<file path="config.mk">
export PLATFORM = sky130hd
export DESIGN_NAME = xadc_drp_responder
export DESIGN_NICKNAME = d
export VERILOG_FILES = /design/src/rtl/xadc_drp_pkg.sv /design/src/rtl/xadc_seq_next.sv /design/src/rtl/xadc_drp_responder.sv
export SDC_FILE = /design/constraint.sdc
export NUM_CORES = 1
export LEC_CHECK = 0
export CORE_AREA = 2 2 221 158
export CTS_BUF_LIST = sky130_fd_sc_hd__clkbuf_8 sky130_fd_sc_hd__clkbuf_16
export DETAILED_ROUTE_END_ITERATION = 16
export DIE_AREA = 0 0 223 160
export PLACE_DENSITY = 0.7
export SLEW_MARGIN = 10
export SYNTH_ARGS = -nofsm -noshare
export SYNTH_HDL_FRONTEND = slang
export SYNTH_HIERARCHICAL = 1
export SYNTH_SLANG_ARGS = --single-unit
</file>
<file path="constraint.sdc">
create_clock -name clk -period 5.4 [get_ports clk]
set_input_delay 1.08 -clock clk [delete_from_list [all_inputs] [get_ports clk]]
set_output_delay 1.08 -clock clk [all_outputs]
set_load 0.05 [all_outputs]
</file>
<file path="src/rtl/xadc_drp_pkg.sv">
// -----------------------------------------------------------------------------
// xadc_drp_pkg
// Shared definitions for the XADC DRP responder model:
//   - default timing parameters (conversion length, DRP read latency)
//   - DRP register address constants and the aux result page
//   - reset value of the aux sequence mask, fixed temperature reading
//   - sequencer state encoding and a small address-decode helper
// -----------------------------------------------------------------------------
package xadc_drp_pkg;

    localparam int DEF_CONV_CYCLES = 26;
    localparam int DEF_DRP_LAT     = 2;

    localparam logic [6:0] ADDR_TEMP     = 7'h00;
    localparam logic [6:0] ADDR_CFG0     = 7'h40;
    localparam logic [6:0] ADDR_CFG1     = 7'h41;
    localparam logic [6:0] ADDR_CFG2     = 7'h42;
    localparam logic [6:0] ADDR_SEQ_CFG  = 7'h48;
    localparam logic [6:0] ADDR_SEQ_MASK = 7'h49;

    // Aux results occupy 0x10-0x1F: upper address bits select the page.
    localparam logic [2:0] AUX_PAGE = 3'b001;

    localparam logic [15:0] SEQ_MASK_RST = 16'hC0C0;
    localparam logic [15:0] TEMP_VALUE   = 16'h9B30;

    typedef enum logic [1:0] {
        SEQ_IDLE = 2'd0,   // out of reset, conversion not yet started
        SEQ_BUSY = 2'd1,   // conversion in progress (busy_out=1)
        SEQ_EOC  = 2'd2    // end-of-conversion cycle (eoc_out=1)
    } seq_state_t;

    function automatic logic is_aux_addr(input logic [6:0] addr);
        return addr[6:4] == AUX_PAGE;
    endfunction

endpackage

</file>
<file path="src/rtl/xadc_seq_next.sv">
// -----------------------------------------------------------------------------
// xadc_seq_next
// Combinational next-enabled-channel finder for the aux sequencer.
// Ports:
//   mask     in  16  channel enable mask, bit i enables aux channel i
//   cur_idx  in  4   index of the channel currently being converted
//   next_idx out 4   lowest enabled index above cur_idx, else lowest enabled
//   wrap     out 1   no enabled index above cur_idx (cur_idx is the last one
//                    of the sequence); also 1 when the mask is empty
// -----------------------------------------------------------------------------
module xadc_seq_next
    import xadc_drp_pkg::*;
(
    input  logic [15:0] mask,
    input  logic [3:0]  cur_idx,
    output logic [3:0]  next_idx,
    output logic        wrap
);

    logic       found_hi;
    logic [3:0] hi_idx;
    logic [3:0] lo_idx;

    // Scanning downwards leaves the lowest matching index in each variable.
    always_comb begin
        found_hi = 1'b0;
        hi_idx   = 4'd0;
        lo_idx   = 4'd0;
        for (int i = 15; i >= 0; i--) begin
            if (mask[i]) begin
                lo_idx = 4'(i);
                if (4'(i) > cur_idx) begin
                    hi_idx   = 4'(i);
                    found_hi = 1'b1;
                end
            end
        end
        next_idx = found_hi ? hi_idx : lo_idx;
        wrap     = !found_hi;
    end

endmodule

</file>
<file path="src/rtl/xadc_drp_responder.sv">
// -----------------------------------------------------------------------------
// xadc_drp_responder
// Behavioural stand-in for an XADC: a DRP register slave plus a continuous
// aux-channel conversion sequencer producing deterministic ramp results.
// Ports:
//   clk          in  1   single clock, rising edge
//   rst_n        in  1   asynchronous active-low reset
//   daddr_in     in  7   DRP address
//   den_in       in  1   DRP request strobe
//   dwe_in       in  1   DRP write enable (sampled with den_in)
//   di_in        in  16  DRP write data
//   do_out       out 16  DRP read data, non-zero only while drdy_out=1
//   drdy_out     out 1   completion pulse, DRP_LAT cycles after acceptance
//   busy_out     out 1   conversion in progress
//   eoc_out      out 1   end-of-conversion pulse
//   channel_out  out 5   channel of the last completed conversion
//   eos_out      out 1   end-of-sequence pulse (with eoc of last channel)
//   drp_err      out 1   sticky: request arrived while one was outstanding
// Handshake: a request is accepted on a rising edge with den_in=1 and nothing
// outstanding; exactly one drdy_out pulse follows DRP_LAT edges later and the
// next request may be presented in the drdy_out cycle. Requests arriving while
// one is outstanding are dropped and flagged on drp_err.
// -----------------------------------------------------------------------------
module xadc_drp_responder
    import xadc_drp_pkg::*;
#(
    parameter int CONV_CYCLES = DEF_CONV_CYCLES,
    parameter int DRP_LAT     = DEF_DRP_LAT
) (
    input  logic        clk,
    input  logic        rst_n,
    input  logic [6:0]  daddr_in,
    input  logic        den_in,
    input  logic        dwe_in,
    input  logic [15:0] di_in,
    output logic [15:0] do_out,
    output logic        drdy_out,
    output logic        busy_out,
    output logic        eoc_out,
    output logic [4:0]  channel_out,
    output logic        eos_out,
    output logic        drp_err
);

    localparam int CCW = $clog2(CONV_CYCLES + 1);
    localparam int LCW = $clog2(DRP_LAT + 1);

    // ---------------- register file ----------------
    logic [15:0] cfg0, cfg1, cfg2, seq_cfg, seq_mask;

    // Ramp values; the visible result register is always {v, 4'h0}.
    logic [11:0] ramp [16];

    // ---------------- DRP request tracking ----------------
    logic           pend;
    logic [LCW-1:0] lat_cnt;
    logic [15:0]    rdata;
    logic [15:0]    rd_val;

    // ---------------- sequencer ----------------
    seq_state_t     seq_state;
    logic [CCW-1:0] conv_cnt;
    logic [3:0]     cur_idx;
    logic           cur_temp;   // empty mask: converting the temperature channel
    logic [3:0]     nxt_idx;
    logic           nxt_wrap;

    xadc_seq_next u_seq_next (
        .mask     (seq_mask),
        .cur_idx  (cur_idx),
        .next_idx (nxt_idx),
        .wrap     (nxt_wrap)
    );

    // Read mux; sampled on the accepting edge so same-edge updates are not seen.
    always_comb begin
        rd_val = 16'h0000;
        if (daddr_in == ADDR_TEMP) begin
            rd_val = TEMP_VALUE;
        end else if (is_aux_addr(daddr_in)) begin
            rd_val = {ramp[daddr_in[3:0]], 4'h0};
        end else begin
            case (daddr_in)
                ADDR_CFG0:     rd_val = cfg0;
                ADDR_CFG1:     rd_val = cfg1;
                ADDR_CFG2:     rd_val = cfg2;
                ADDR_SEQ_CFG:  rd_val = seq_cfg;
                ADDR_SEQ_MASK: rd_val = seq_mask;
                default:       rd_val = 16'h0000;
            endcase
        end
    end

    always_ff @(posedge clk or negedge rst_n) begin
        if (!rst_n) begin
            pend     <= 1'b0;
            lat_cnt  <= '0;
            rdata    <= 16'h0000;
            do_out   <= 16'h0000;
            drdy_out <= 1'b0;
            drp_err  <= 1'b0;
            cfg0     <= 16'h0000;
            cfg1     <= 16'h0000;
            cfg2     <= 16'h0000;
            seq_cfg  <= 16'h0000;
            seq_mask <= SEQ_MASK_RST;
        end else begin
            drdy_out <= 1'b0;
            do_out   <= 16'h0000;
            if (pend) begin
                if (lat_cnt == LCW'(DRP_LAT)) begin
                    pend     <= 1'b0;
                    drdy_out <= 1'b1;
                    do_out   <= rdata;
                end else begin
                    lat_cnt <= lat_cnt + LCW'(1);
                end
                if (den_in) begin
                    drp_err <= 1'b1;
                end
            end else if (den_in) begin
                pend    <= 1'b1;
                lat_cnt <= LCW'(1);
                rdata   <= dwe_in ? 16'h0000 : rd_val;
                if (dwe_in) begin
                    case (daddr_in)
                        ADDR_CFG0:     cfg0     <= di_in;
                        ADDR_CFG1:     cfg1     <= di_in;
                        ADDR_CFG2:     cfg2     <= di_in;
                        ADDR_SEQ_CFG:  seq_cfg  <= di_in;
                        ADDR_SEQ_MASK: seq_mask <= di_in;
                        default: ;  // read-only or unmapped: discarded
                    endcase
                end
            end
        end
    end

    // Sequencer: CONV_CYCLES busy cycles, then one eoc cycle, repeating.
    // The next channel is picked on the edge leaving IDLE/EOC, so a mask
    // write lands at the next selection and never disturbs a running one.
    always_ff @(posedge clk or negedge rst_n) begin
        if (!rst_n) begin
            seq_state   <= SEQ_IDLE;
            conv_cnt    <= '0;
            busy_out    <= 1'b0;
            eoc_out     <= 1'b0;
            eos_out     <= 1'b0;
            channel_out <= 5'h00;
            cur_idx     <= 4'd15;   // makes the first pick the lowest enabled
            cur_temp    <= 1'b0;
            for (int i = 0; i < 16; i++) begin
                ramp[i] <= 12'h000;
            end
        end else begin
            case (seq_state)
                SEQ_IDLE, SEQ_EOC: begin
                    seq_state <= SEQ_BUSY;
                    busy_out  <= 1'b1;
                    eoc_out   <= 1'b0;
                    eos_out   <= 1'b0;
                    conv_cnt  <= CCW'(1);
                    cur_temp  <= (seq_mask == 16'h0000);
                    cur_idx   <= (seq_mask == 16'h0000) ? 4'd15 : nxt_idx;
                end
                SEQ_BUSY: begin
                    if (conv_cnt == CCW'(CONV_CYCLES)) begin
                        seq_state <= SEQ_EOC;
                        busy_out  <= 1'b0;
                        eoc_out   <= 1'b1;
                        if (cur_temp) begin
                            channel_out <= 5'h00;
                            eos_out     <= 1'b1;
                        end else begin
                            channel_out   <= {1'b1, cur_idx};
                            eos_out       <= nxt_wrap;
                            ramp[cur_idx] <= ramp[cur_idx] + 12'(cur_idx) + 12'd1;
                        end
                    end else begin
                        conv_cnt <= conv_cnt + CCW'(1);
                    end
                end
                default: begin
                    seq_state <= SEQ_IDLE;
                    busy_out  <= 1'b0;
                    eoc_out   <= 1'b0;
                    eos_out   <= 1'b0;
                end
            endcase
        end
    end

endmodule

</file>
After elaboration in Yosys (flattened, before gate mapping)
Index checks and enable logic that the tools add are counted.
{ "word_totals": {"out_inout_bits": 26, "inputBits": 27, "word_cells": 211, "regBits": 329} }
{ "classes": {"n_reduce_logical": 19, "mux": 117, "eq_ne": 13, "n_addsub": 4, "bitwise_logic": 4, "order_cmp": 19} }
{ "op_table": {"columns": ["op", "n"], "rows": [
  ["4-bit 2-to-1 mux", 50],
  ["192-bit bitwise mux", 1],
  ["12-bit binary-select mux with 4-bit select", 2],
  ["16-bit 2-to-1 mux", 5],
  ["16-bit case mux with 5 select lines", 1],
  ["12-bit 2-to-1 mux", 5],
  ["12-bit demux with 4-bit select", 1],
  ["1-bit 2-to-1 mux", 43],
  ["7-bit == test (second input constant)", 5],
  ["4-bit > comparator (first input constant)", 8],
  ["4-bit AND reduction", 5],
  ["3-bit by 4-bit > comparator with 1-bit output (first input constant)", 4],
  ["16-bit zero test", 1],
  ["12-bit by 1-bit adder with 12-bit output (second input constant)", 1],
  ["12-bit by 4-bit adder with 12-bit output", 1],
  ["5-bit greater-or-equal comparator (second input constant)", 2],
  ["5-bit 2-to-1 mux", 2],
  ["4-bit NOT with 5-bit output", 2],
  ["5-bit case mux with 2 select lines", 1],
  ["2-bit AND reduction", 5],
  ["1-bit by 4-bit > comparator with 1-bit output (first input constant)", 2],
  ["2-bit by 4-bit > comparator with 1-bit output (first input constant)", 2],
  ["2-bit 2-to-1 mux", 4],
  ["7-bit zero test", 1],
  ["other kinds (17)", 22]
]} }

Logic depth before layout (Yosys ltp)
{ "depth": {"depth_word": 37, "depth_mapped": 17, "ltp_nobuf": 11} }

Cells and area by module
The synthesis kept the hierarchy.
{ "by_module_without_submodules": {"columns": ["module", "area_each_um2", "n_inst", "seq_area_each_um2", "cells_each"], "rows": [
  ["xadc_drp_responder", 15905.3, 1, 8217.9, 1323],
  ["xadc_seq_next", 601.8, 1, 0.0, 101]
]} }

Worst setup path before layout
OpenSTA, ideal clock, no wires.
{ "synth_path": {"kind": "reg-to-reg", "startpoint": "register cur_idx[1]", "endpoint": "register ramp[139] (netlist name)", "arrival_time_ns": 3.953, "path_stages_with_launch": 16, "path_buffers": 6, "setup_time_ns": 0.131, "synth_period_minus_slack_ns": 4.083, "path_slack_ns": 1.317, "required_time_ns": 5.269, "cell_sequence": "dfstp_2 > buf_2 > buf_6 > buf_4 > clkbuf_1 > buf_1 > mux4_2 > mux4_2 > ha_1 > o21ai_0 > a21boi_0 > o211ai_2 > nand2b_1 > xor2_2 > clkbuf_2 > o21ai_0"} }
{ "synth_between": {"elab_chain_cells": 7, "elab_cells_between_ends": 12, "classes_between": "add/sub: 2; order compare: 2; mux: 6; bitwise: 1; reduce/logical: 1"} }
{ "synth_lines": {"columns": ["element", "line", "source"], "rows": [
  ["start: declaration", "xadc_drp_responder.sv:63", "logic [3:0] cur_idx;"],
  ["start signal: assignment", "xadc_drp_responder.sv:164", "cur_idx <= (seq_mask == 16'h0000) ? 4'd15 : nxt_idx;"],
  ["4-bit NOT with 5-bit output (not written as such)", "xadc_drp_responder.sv:177", "ramp[cur_idx] <= ramp[cur_idx] + 12'(cur_idx) + 12'd1;"],
  ["12-bit binary-select mux with 4-bit select", "xadc_drp_responder.sv:177", null],
  ["12-bit 2-to-1 mux (not written as such) (2 in a row)", "xadc_drp_responder.sv:177", null],
  ["12-bit by 4-bit adder with 12-bit output", "xadc_drp_responder.sv:177", null],
  ["12-bit by 1-bit adder with 12-bit output", "xadc_drp_responder.sv:177", null],
  ["192-bit bitwise mux (*)", "xadc_drp_responder.sv:177", null],
  ["end signal: indexed assignment", "xadc_drp_responder.sv:177", null],
  ["end: declaration", "xadc_drp_responder.sv:52", "logic [11:0] ramp [16];"]
]} }
Every way passes the cells marked *; elsewhere a longest branch is shown, timed or not. The select of a mux whose other input is x is not followed.
A chain may end at the register's enable or synchronous reset.

Worst setup path after layout
{ "layout_path": {"startpoint": "register cur_idx[0]", "endpoint": "register ramp[59] (netlist name)"} }
Same word-level chain as after synthesis.

==> out/results.md <==
## Cells and area
• post-layout utilization of the core: 54.7%
• number of antenna repair diodes: 0
• Fillers: 2779
• share of final-layout standard cells stronger than drive strength 1: 20.7%
• area growth from synthesis to layout: 12.3%
• area of all placed cells without fillers: 18500 um2
• total area of sequential cells: 8220 um2
• total area of multi-input combinational cells: 7670 um2
• number of nets in the layout: 1465

## Clock tree
• later-pin clock latency in the skew report: 530 ps
• clk sink count: 328
• maximum level of the CTS H-tree: 2
• CTS buffer count: 35
• Clock Path Buffers: 3
• number of instances resized during post-cts repair: 0
• CTS tree: built
• clock-pin slew reported for the worst setup and hold paths after clock tree synthesis: 60 ps
• Post-CTS Setup Bufs: 0
• library cell used as clock root buffer: clkbuf_16
• Post-CTS Hold Fix Bufs: 0

## Setup path
• setup slack of the most critical reg-to-reg path: 810 ps
• R2R depth: 10
• Critical Path End Type: flop
• required arrival time at the worst endpoint: 5750 ps
• Worst Path Arrival: 4930 ps
• critical path startpoint category: flop
• startpoint of the worst-slack reg-to-reg timing path: cur_idx[0]
• kind of critical path: reg2reg
• highest net fanout along the worst path: 27
• endpoint of the most critical register-to-register path: ramp[59]

## Route
• DRT Wirelength: 44300 um
• Avg Vias per Cell: 6.27
• total via count after detailed routing: 11900
• average detailed-routed wire length per instance: 23.3 um
• post-detailed-route DRC marker count: 0
• Iter 0 DRT Violations: 1265
• post-route ant nets: 0
• First-pass DRT Iterations: 6

## Die
• die width: 223 um
• total I/O pin count: 53
• initial standard-cell utilization of the core: 48.7%
• Die Area: 35700 um2
• Core ar.: 33900 um2
• standard-cell rows: 57
• vertical die dimension: 160 um

## Global routing
• wire length of the first global-routing pass: 70000 um
• pin count of the biggest net entering global routing: 136
• number of antenna violations at the first check in global routing: 1
• global routing usage summed across all routing layers: 25.6%
• sum of overflow across all layers after global routing: 0
• via count of the first global-routing pass: 11900

## Pwr
• IR Drop Worst-Case VDD: 0.000160 V
• static leakage: 8.20 nW
• power density over cell area: 329 nW/um2

## STA
• Hold Fails Final Rpt: 0
• post-route clock period utilization: 84.9%
• Max-Slew Margin vs Limit: 21.6%
• Peak Freq: 218 MHz
• RSZ-0062 raised after global routing: false
• number of max-slew violations in the final report: 0
• shortest period the worst path allows: 4590 ps
• transition time at the pin with the least slew margin: 1170 ps
• final critical-path setup slack: 813 ps
• count of endpoints failing setup in the final report: 0
• post-route clock skew: 18.4 ps
• summed negative setup slack over all endpoints: 0 ps

## Placed design
• total cell area at the placement stage: 17300 um2
• DP Worst Slack: 806 ps
• Port-buffer cells: 52
• weighted congestion at the end of routability-driven global placement: 0.870
• DP Wirelength: 28800 um

## Min path
• startpoint of the tightest hold check path: drp_err
• Min-Delay Path Depth: 1
• worst hold-check path type: reg2reg
• Worst Hold Endpoint: drp_err

## Synthesis
• Post-Synthesis Cell Area: 16500 um2
• flops & latches, synth: 328
• count of cell types in the netlist: 78
• Async SR Flop Fraction: 100%
• average footprint of a synthesized cell: 11.6 um2
• share of synthesized area occupied by flip-flops and latches: 49.8%
• number of warnings issued by yosys: 6
• top_reg_cell synth: dfrtp_1
• number of nets in the synthesized netlist: 1459
• post-synthesis instance total: 1424
• number of synthesized flops with an enable pin: 0

## Run
• max capacitance violation total: 0

## Outcome
• run status: finished clean

[cells in the final DEF (no fill, tap or decap), types with 5 or more instances in the layout]
| master | synthesis | routed |
|---|---|---|
| dfrtp_1 | 320 | 320 |
| nand2_1 | 267 | 267 |
| o21ai_0 | 209 | 209 |
| mux4_2 | 96 | 96 |
| mux2_2 | 83 | 83 |
| clkdlybuf4s50_1 | 0 | 49 |
| a22oi_1 | 41 | 41 |
| nor2_1 | 38 | 38 |
| clkbuf_16 | 0 | 37 |
| inv_1 | 27 | 30 |
| buf_4 | 6 | 24 |
| and3_1 | 20 | 20 |
| a21oi_1 | 18 | 18 |
| mux4_1 | 16 | 16 |
| nand3_1 | 13 | 13 |
| a22o_1 | 11 | 11 |
| clkbuf_8 | 0 | 11 |
| o21ai_2 | 10 | 10 |
| nor4_1 | 9 | 9 |
| nand2b_1 | 8 | 8 |
| a31oi_1 | 8 | 8 |
| and2_1 | 7 | 7 |
| o221ai_1 | 7 | 7 |
| nor2b_1 | 7 | 7 |
| ha_1 | 7 | 7 |
| dfstp_2 | 8 | 7 |
| mux2i_1 | 6 | 6 |
| o211ai_1 | 5 | 5 |
| xnor2_1 | 5 | 5 |
| bufinv_16 | 0 | 5 |
| clkinv_2 | 0 | 5 |
[worst max-delay path, stage by stage (launching register included)]
cell	delay, ps
dfstp_4	880
buf_4	480
mux4_2	570
mux4_2	500
ha_1	330
o21ai_0	110
a21boi_0	160
o211ai_2	240
nor3b_2	100
xnor2_2	800
o21ai_0	210
[cell usage after synthesis, types with 3 or more instances]
cell | count | area (um2)
a21boi_0 | 4 | 30.0
a21oi_1 | 18 | 90.1
a22o_1 | 11 | 96.3
a22oi_1 | 41 | 308
a31oi_1 | 8 | 50.1
a32o_1 | 3 | 30.0
and2_1 | 7 | 43.8
and3_1 | 20 | 125
buf_1 | 7 | 26.3
buf_2 | 20 | 100
buf_4 | 6 | 45.0
buf_6 | 3 | 33.8
clkbuf_1 | 62 | 233
clkbuf_2 | 5 | 25.0
dfrtp_1 | 320 | 8010
dfstp_2 | 8 | 210
ha_1 | 7 | 87.6
inv_1 | 27 | 101
mux2_2 | 83 | 935
mux2i_1 | 6 | 60.1
mux4_1 | 16 | 420
mux4_2 | 96 | 2160
nand2_1 | 267 | 1000
nand2b_1 | 8 | 50.1
nand3_1 | 13 | 65.1
nand4_1 | 3 | 18.8
nor2_1 | 38 | 143
nor2b_1 | 7 | 43.8
nor3_1 | 4 | 20.0
nor4_1 | 9 | 56.3
o211ai_1 | 5 | 37.5
o21ai_0 | 209 | 1050
o21ai_1 | 4 | 20.0
o21ai_2 | 10 | 87.6
o221ai_1 | 7 | 61.3
xnor2_1 | 5 | 43.8
xnor2_2 | 3 | 48.8
xor2_1 | 4 | 35.0
[logic make-up after synthesis]
group | share of synthesized area [%]
compound gates | 12.7
xor+xnor | 0.970
fa+ha+maj | 0.652
buf+inv | 3.77
flops | 49.8
mux | 21.8
simple gates | 10.3
[per-layer routing]
| metal | vias up | routed length (um) | GRT usage [%] |
|---|---|---|---|
| li1 | 5216 | - | - |
| met1 | 5957 | 19300 | 37.9 |
| met2 | 618 | 18600 | 35.8 |
| met3 | 102 | 5100 | 8.56 |
| met4 | 2 | 1220 | 7.66 |
| met5 | - | 38 | 0.806 |
[state kept, by name (all words and copies together) (netlist names), 2 cells and up]
| signal | cells |
|---|---|
| ramp | 192 |
| cfg0 | 16 |
| cfg1 | 16 |
| cfg2 | 16 |
| do_out | 16 |
| rdata | 16 |
| seq_cfg | 16 |
| seq_mask | 16 |
| channel_out | 5 |
| conv_cnt | 5 |
| cur_idx | 4 |
| lat_cnt | 2 |
[where the power goes]
part	internal, mW	switching (mW)	total, mW
combinational	0.284	0.523	0.808
sequential	2.52	0.140	2.66
clock	1.63	0.990	2.62
[final cells by class]
class	instances	share of cell area, %
clock buffers	48	5.81
clock inverters	15	1.09
well taps	442	2.98
flip-flops and latches	328	44.4
multi-input cells	962	41.4
repair buffers	75	3.81
inverters	28	0.567
[how the worst max path moves through the flow]
stage	start	end	slack [ps]	cells after the start
finish	cur_idx[0]	ramp[59]	810	10
global route	cur_idx[0]	ramp[59]	530	10
CTS	cur_idx[0]	ramp[59]	810	10
detailed placement	cur_idx[0]	ramp[59]	810	10
global placement	cur_idx[0]	ramp[47]	910	10
floorplan	cur_idx[1]	ramp[139]	1320	15
[per-stage QoR]
step	power, mW	hold slack [ps]	std cells
final	6.09	456	1898
after global routing	6.32	486	1898
after CTS	6.12	464	1898
after detailed placement	3.50	447	1835
after global placement	3.49	442	1835
after floorplan	3.24	442	1424
Power figures use the tool's default switching activity.
